File: config.mk
export PLATFORM = sky130hd
export DESIGN_NAME = pwm_duty_decoder
export DESIGN_NICKNAME = d
export VERILOG_FILES = /design/src/rtl/pwm_pkg.sv /design/src/rtl/pwm_sync_edge.sv /design/src/rtl/pwm_duty_decoder.sv
export SDC_FILE = /design/constraint.sdc
export NUM_CORES = 1
export LEC_CHECK = 0
export CAP_MARGIN = 20
export CORE_UTILIZATION = 30
export DETAILED_ROUTE_END_ITERATION = 8
export GPL_ROUTABILITY_DRIVEN = 0
export SETUP_SLACK_MARGIN = 0.1
export SKIP_LAST_GASP = 1
export SLEW_MARGIN = 20
export SYNTH_ARGS = -nofsm -noshare
export SYNTH_HDL_FRONTEND = slang
export SYNTH_SLANG_ARGS = --single-unit
File: constraint.sdc
create_clock -name Clock -period 3.5 [get_ports Clock]
set_clock_uncertainty 0.15 [all_clocks]
set_input_delay 1.05 -clock Clock [delete_from_list [all_inputs] [get_ports Clock]]
set_output_delay 1.05 -clock Clock [all_outputs]
set_load 0.01 [all_outputs]
File: src/rtl/pwm_pkg.sv
// Shared definitions for the 3-bit PWM generator and its receive-side duty decoder.
package pwm_pkg;

    localparam int unsigned PWM_WIDTH = 3;

    function automatic int unsigned pwm_period(input int unsigned width);
        return 32'd1 << width;
    endfunction

    typedef enum logic [1:0] {
        ACQ,
        HIGH,
        LOW,
        STK
    } dec_state_e;

endpackage

File: src/rtl/pwm_sync_edge.sv
// Two-flop synchronizer plus history flop producing enable-qualified rise/fall strobes.
module pwm_sync_edge (
    input  logic Clock,
    input  logic CLR_N,
    input  logic en,
    input  logic async_in,
    output logic sync,
    output logic rise,
    output logic fall
);
    logic meta_q, meta_d;
    logic sync_q, sync_d;
    logic hist_q, hist_d;

    always_ff @(posedge Clock or negedge CLR_N) begin
        if (!CLR_N) begin
            meta_q <= 1'b0;
            sync_q <= 1'b0;
            hist_q <= 1'b0;
        end else begin
            meta_q <= meta_d;
            sync_q <= sync_d;
            hist_q <= hist_d;
        end
    end

    // History only advances on enabled cycles, so an edge arriving while
    // disabled is presented on the next enabled cycle instead of being lost.
    always_comb begin
        meta_d = async_in;
        sync_d = meta_q;
        hist_d = en ? sync_q : hist_q;
        sync   = sync_q;
        rise   = en & sync_q & ~hist_q;
        fall   = en & ~sync_q & hist_q;
    end

endmodule

File: src/rtl/pwm_duty_decoder.sv
// Recovers PWM duty (high-time per period) and flags period errors and stuck levels.
module pwm_duty_decoder
    import pwm_pkg::*;
#(
    parameter int unsigned WIDTH = PWM_WIDTH
) (
    input  logic             Clock,
    input  logic             CLR_N,
    input  logic             CE,
    input  logic             PWM_IN,
    output logic [WIDTH:0]   DUTY,
    output logic             DUTY_VALID,
    output logic             PERIOD_ERR,
    output logic             STUCK
);
    localparam int unsigned PERIOD = pwm_period(WIDTH);
    localparam int unsigned CW     = WIDTH + 2;
    localparam logic [CW-1:0] SAT_C    = CW'(2 * PERIOD);
    localparam logic [CW-1:0] PERIOD_C = CW'(PERIOD);
    localparam logic [CW-1:0] ONE_C    = CW'(1);
    localparam logic [WIDTH:0] DUTY_MAX = (WIDTH + 1)'(PERIOD);

    dec_state_e state_q, state_d;
    logic [CW-1:0] per_q, per_d;
    logic [CW-1:0] hi_q, hi_d;
    logic [WIDTH:0] duty_q, duty_d;
    logic valid_q, valid_d;
    logic perr_q, perr_d;

    logic sync, rise, fall;
    logic [CW-1:0] per_inc, hi_inc;

    pwm_sync_edge u_sync_edge (
        .Clock    (Clock),
        .CLR_N    (CLR_N),
        .en       (CE),
        .async_in (PWM_IN),
        .sync     (sync),
        .rise     (rise),
        .fall     (fall)
    );

    always_ff @(posedge Clock or negedge CLR_N) begin
        if (!CLR_N) begin
            state_q <= ACQ;
            per_q   <= '0;
            hi_q    <= '0;
            duty_q  <= '0;
            valid_q <= 1'b0;
            perr_q  <= 1'b0;
        end else begin
            state_q <= state_d;
            per_q   <= per_d;
            hi_q    <= hi_d;
            duty_q  <= duty_d;
            valid_q <= valid_d;
            perr_q  <= perr_d;
        end
    end

    always_comb begin
        per_inc = (per_q == SAT_C) ? per_q : per_q + ONE_C;
        hi_inc  = (sync && hi_q != SAT_C) ? hi_q + ONE_C : hi_q;
        state_d = state_q;
        per_d   = per_q;
        hi_d    = hi_q;
        if (CE) begin
            unique case (state_q)
                ACQ: begin
                    per_d = '0;
                    hi_d  = '0;
                    if (rise) begin
                        state_d = HIGH;
                        per_d   = ONE_C;
                        hi_d    = ONE_C;
                    end
                end
                HIGH: begin
                    per_d = per_inc;
                    hi_d  = hi_inc;
                    if (fall)
                        state_d = LOW;
                    else if (per_inc == SAT_C)
                        state_d = STK;
                end
                LOW: begin
                    // A closing rise takes priority over saturation.
                    if (rise) begin
                        state_d = HIGH;
                        per_d   = ONE_C;
                        hi_d    = ONE_C;
                    end else begin
                        per_d = per_inc;
                        hi_d  = hi_inc;
                        if (per_inc == SAT_C)
                            state_d = STK;
                    end
                end
                STK: begin
                    per_d = '0;
                    hi_d  = '0;
                    if (rise) begin
                        state_d = HIGH;
                        per_d   = ONE_C;
                        hi_d    = ONE_C;
                    end else if (fall) begin
                        state_d = ACQ;
                    end
                end
                default: state_d = ACQ;
            endcase
        end
    end

    always_comb begin
        duty_d  = duty_q;
        valid_d = 1'b0;
        perr_d  = 1'b0;
        if (CE && state_q == LOW && rise) begin
            duty_d  = (hi_q > PERIOD_C) ? DUTY_MAX : hi_q[WIDTH:0];
            valid_d = 1'b1;
            perr_d  = (per_q != PERIOD_C);
        end else if (state_q != STK && state_d == STK) begin
            duty_d  = sync ? DUTY_MAX : '0;
            valid_d = 1'b1;
        end
        DUTY       = duty_q;
        DUTY_VALID = valid_q;
        PERIOD_ERR = perr_q;
        STUCK      = (state_q == STK);
    end

endmodule

# Word level (Yosys, flattened, before mapping)
# Cells that the tools add are included.
# classes
n_addsub,2
multipliers,0
div_mod_pow,0
magnitude_cmp,1
n_eq_ne,9
shift,0
mux,22
bitwise,6
n_reduce_logical,7
# op_table
cell,count
case mux 5 bit (3 select lines),2
two-way mux 5 bit,4
two-way mux 4 bit,4
two-way mux 2 bit,7
"adder 5 x 1 -> 5 bit, second input constant",2
"== test 5 bit, second input constant",2
case mux 2 bit (4 select lines),1
"== test 2 bit, second input constant",3
"greater-than comparator 5 x 4 -> 1 bit, second input constant",1
"!= test 5 x 4 -> 1 bit, second input constant",1
"!= test 5 bit, second input constant",1
bitwise AND 1 bit,4
logical AND 1 bit,4
two-way mux 1 bit,4
"== test 2 x 1 -> 1 bit, second input constant",1
logical NOT 2 bit,1
"!= test 2 bit, second input constant",1
inverter 1 bit,2
nonzero test 2 bit,1
OR reduction 2 bit,1
# totals
register_bits,21
latchBits,0
mem_bits_rw,0
romBits,0
input_bits,4
out_inout_bits,7
word_cells,56
memories,0

# Depth between registers and ports, before layout
# depth
ltp_word,11
mapped_depth,8
ltp_nobuf,8

# By module
# From an unflattened synthesis, not the netlist that was laid out.
# hier_totals
hier_cells,134
area_unflattened_um2,1286.2
# modules_own_cells
mod,instances,cells_per_inst,area_each_um2,seq_area_each_um2
pwm_duty_decoder,1,128,1176.1,450.4
pwm_sync_edge,1,6,110.1,75.1

# Least setup slack after synthesis
# No wires, ideal clock.
# synth_timing
kind,input to register
start,in CE
end,"reg duty_q[3], in the netlist DUTY[3]"
setup_ns,0.125
arrival_ns,2.198
t_required_ns,3.225
slack_ns,1.027
cell_stages,6
n_path_buf,0
path_cell_list,or2b_2 > a21oi_1 > o22a_2 > a211oi_1 > a21boi_2 > mux2_4
# synth_via
elab_chain_cells,9
elab_cells_between_ends,17
cone_classes,eq/ne (1); mux (8); bitwise (4); reduce/logical (4)
# synth_rtl
element,line_no,source
start: declaration,pwm_duty_decoder.sv:9,"input logic CE,"
bitwise AND 1 bit (2 in series),pwm_sync_edge.sv:35,fall = en & ~sync_q & hist_q;
two-way mux 2 bit,pwm_duty_decoder.sv:106,end else if (fall) begin
two-way mux 2 bit,pwm_duty_decoder.sv:102,if (rise) begin
case mux 2 bit (4 select lines),pwm_duty_decoder.sv:68,unique case (state_q)
two-way mux 2 bit,pwm_duty_decoder.sv:67,if (CE) begin
== test 2 bit,pwm_duty_decoder.sv:123,end else if (state_q != STK && state_d == STK) begin
logical AND 1 bit,pwm_duty_decoder.sv:123,
nonzero test 2 bit (no source line),--,
end signal: assignment,pwm_duty_decoder.sv:55,duty_q <= duty_d;
end: declaration,pwm_duty_decoder.sv:26,"logic [WIDTH:0] duty_q, duty_d;"
# Parallel ways exist; a longest one is shown, timed or not.
# A chain may end at the register's enable or synchronous reset.

# Worst setup path after layout
# Same ends and word-level chain as after synthesis.

==> impl_results.md <==
- Syn. warnings: 0
- Sequential fraction of the synthesis area: 0.406
- Clock Tree Root: clkbuf_8
- Clk pwr share: 0.257
- Ys flop type: dfrtp_1
- Grt ovf: 0
- Crit Path Class: input pin to flip-flop
- NetSw: 0.000196 W
- FF+latch count, synth: 21
- Post-layout min period: 2890 ps
- Synth top area share: 0.406
- Drc violations: 0
- WL/cell: 14.1 um
- Sw frac: 0.316
- Area post-placement: ~0.0015 mm^2
- Mapped Cells: roughly 130
- Largest net degree at the start of global routing: 22
- Clock Latency Late Sink: 260 ps
- Routed wire length: around 2700 um
- Synth-to-Final Area Change: 16.9%
- Peak VDD IR: between 0.0001 and 0.00015 V
- Core Footprint: 0.00406 mm^2
- Die width: 67.7 um
- Clock sinks: 21
- Status: finished clean
- Worst slew margin: 0.708
- Crit path DAT: 2900 ps
- Port Buffer Count: 10
- Pint: 0.000425 W
- Die Y: roughly 68 um
- Final hold viol count: 0
- Worst path required time: 3500 ps
- Grt met3 use: 0.0236
- Slew of the pin with the lowest slew margin: approximately 440 ps
- Synth area leaders: dfrtp_1, ha_1, a21oi_1, inv_1, nand3_1
- Grt met1 use: 0.173
- TritonCTS Buffers: 3
- Pwr dens: 410 mW/mm^2
- Final Cycle Share: 0.827
- Logic pwr share: 0.276
- Setup TNS: 0 ps
- CTS max path bufs: 2
- Mapped cell area: 0.00129 mm^2
- Largest area contributor in the netlist: dfrtp_1
- Die area: 0.00458 mm^2
- Max frequency: approximately 350 MHz
- Setup crit end kind: flip-flop
- Min-delay src: u_sync_edge.meta_q
- Commonest cells in the netlist: dfrtp_1, inv_1, a21oi_1
- Resized Gates After CTS: 0
- Via/cell ratio: 5.46
- Number of DRC markers in iteration 0: 35
- Startpoint Class: input pin
- Setup violators final: 0
- H-Tree Depth: 1
- Post-Syn Nets: 141
- RSZ-0062 raised after global routing: false
- GR peak layer: met2
- Remaining antenna violation count: 0
- Max Slew Vio Count: 0
- Min setup slack post-route: 607 ps
- Crit Reg-Reg Startpoint: per_q[0]
- Syn Area/Cell: 10.0 um^2
- Vias: 1059
- Leakage: 0.676 nW
- Asr flop ratio synth: 1.00
- Dpl hpwl: 2050 um
- Worst Hold Class: flip-flop to flip-flop
- Vias in the first global route: 1076
- Initial antenna violation count: 0
- FP Rows: 23
- Max Cap Viol: 0
- Max Fanout on Critical Path: 7
- Overall power: 0.000621 W
- Total track usage: 0.143
- Met2 Resource Use GR: 0.233
- Post-CTS Setup Repair Bufs: 0
- CTS tree: yes
- Post-CTS Hold Buffers: 0
- Cell with the most instances after synthesis: dfrtp_1
- Seq pwr share: 0.467
- Number of synthesized flops with an enable pin: 0
- Initial DRT Pass Iterations: 4
- Reg clk slew, reported paths: ~80 ps
- Critical Path Start: CE
- ANT cells: 0
- Initial Utilization: 0.319
- Global-route wire length before repair: approximately 4900 um
- Io pins: 11
- Pre-CTS WS: between 300 and 400 ps
- Cell variety after synth: 50
- Layout cells sized above 1: 0.153
- Final net count: 157
- Design area: 0.00151 mm^2
-- registers in the layout (all words and copies together), names as in the netlist --
name,count
u_sync_edge.meta_q,1
PERIOD_ERR,1
u_sync_edge.sync,1
state_q,2
hi_q,5
per_q,5
u_sync_edge.hist_q,1
DUTY_VALID,1
DUTY,4
-- kinds of logic after synthesis --
| family | count (synthesis) | share of synthesized area |
|---|---|---|
| AOI/OAI and AO/OA | 45 | 0.262 |
| xor gates and xnor gates | 2 | 0.0135 |
| adders and majority gates | 8 | 0.0774 |
| buffers and inverters | 17 | 0.0667 |
| DFF | 21 | 0.406 |
| muxes | 3 | 0.0280 |
| and+or+nand+nor | 33 | 0.146 |
-- routing by layer --
layer | routed length (um) | vias up
li1 | - | 499
met4 | 104 | 0
met5 | 0 | -
met1 | 1200 | 520
met3 | 120 | 11
met2 | 1300 | 29
-- critical path: stages --
cell	delay, ps
clkdlybuf4s50_1	490
buf_4	200
nand3b_1	150
nand2_2	60
o22a_2	230
a211oi_1	260
a21boi_2	140
mux2_4	310
-- power groups by stage --
stage          combinational [W]  clock [W]  sequential, W
6_report                0.000171   0.000160       0.000290
5_1_grt                 0.000191   0.000175       0.000293
4_1_cts                 0.000172   0.000165       0.000289
3_5_place_dp            0.000171          0       0.000294
3_3_place_gp            0.000166          0       0.000293
2_1_floorplan           0.000116          0       0.000289
-- layout by cell type (no fill, tap or decap), drive strengths merged, types with 2 or more instances in the layout --
| master | instances |
|---|---|
| a21boi | 2 |
| mux2 | 2 |
| and3 | 2 |
| o22ai | 3 |
| clkdlybuf4s50 | 10 |
| buf | 4 |
| a22o | 3 |
| nor2 | 6 |
| dfrtp | 21 |
| ha | 8 |
| a21o | 2 |
| nand2 | 7 |
| clkinv | 2 |
| a21oi | 10 |
| nand3 | 6 |
| a211oi | 3 |
| nand2b | 2 |
| inv | 12 |
| clkbuf | 3 |
| o21ai | 11 |
| nor3 | 2 |
-- layout make-up --
class                   instances  area, um^2
clock buffers                   3        41.3
fillers                       412        2540
flip-flops and latches         21         526
well taps                      50        62.6
inverters                      14        66.3
multi-input cells              91         682
repair buffers                 14         130
clock inverters                 1        5.00
-- final timing paths --
path | endpoint | slack [ps] | cells after the start
setup / recovery | DUTY[3] | 610 | 8
hold / removal | u_sync_edge.sync | 210 | 0
setup reg to reg | DUTY[3] | 940 | 8
hold reg to reg | u_sync_edge.sync | 210 | 0
max in group asynchronous | PERIOD_ERR | 2000 | 2
min in group asynchronous | hi_q[3] | 980 | 2
-- stage by stage --
step                cells  hold WS (ps)  utilization
CTS                   194           204        0.373
finish                194           207        0.373
global placement      190           183        0.361
global route          194           217        0.373
detailed placement    190           186        0.361
floorplan             129           181            -
Power figures use the tool's default switching activity.
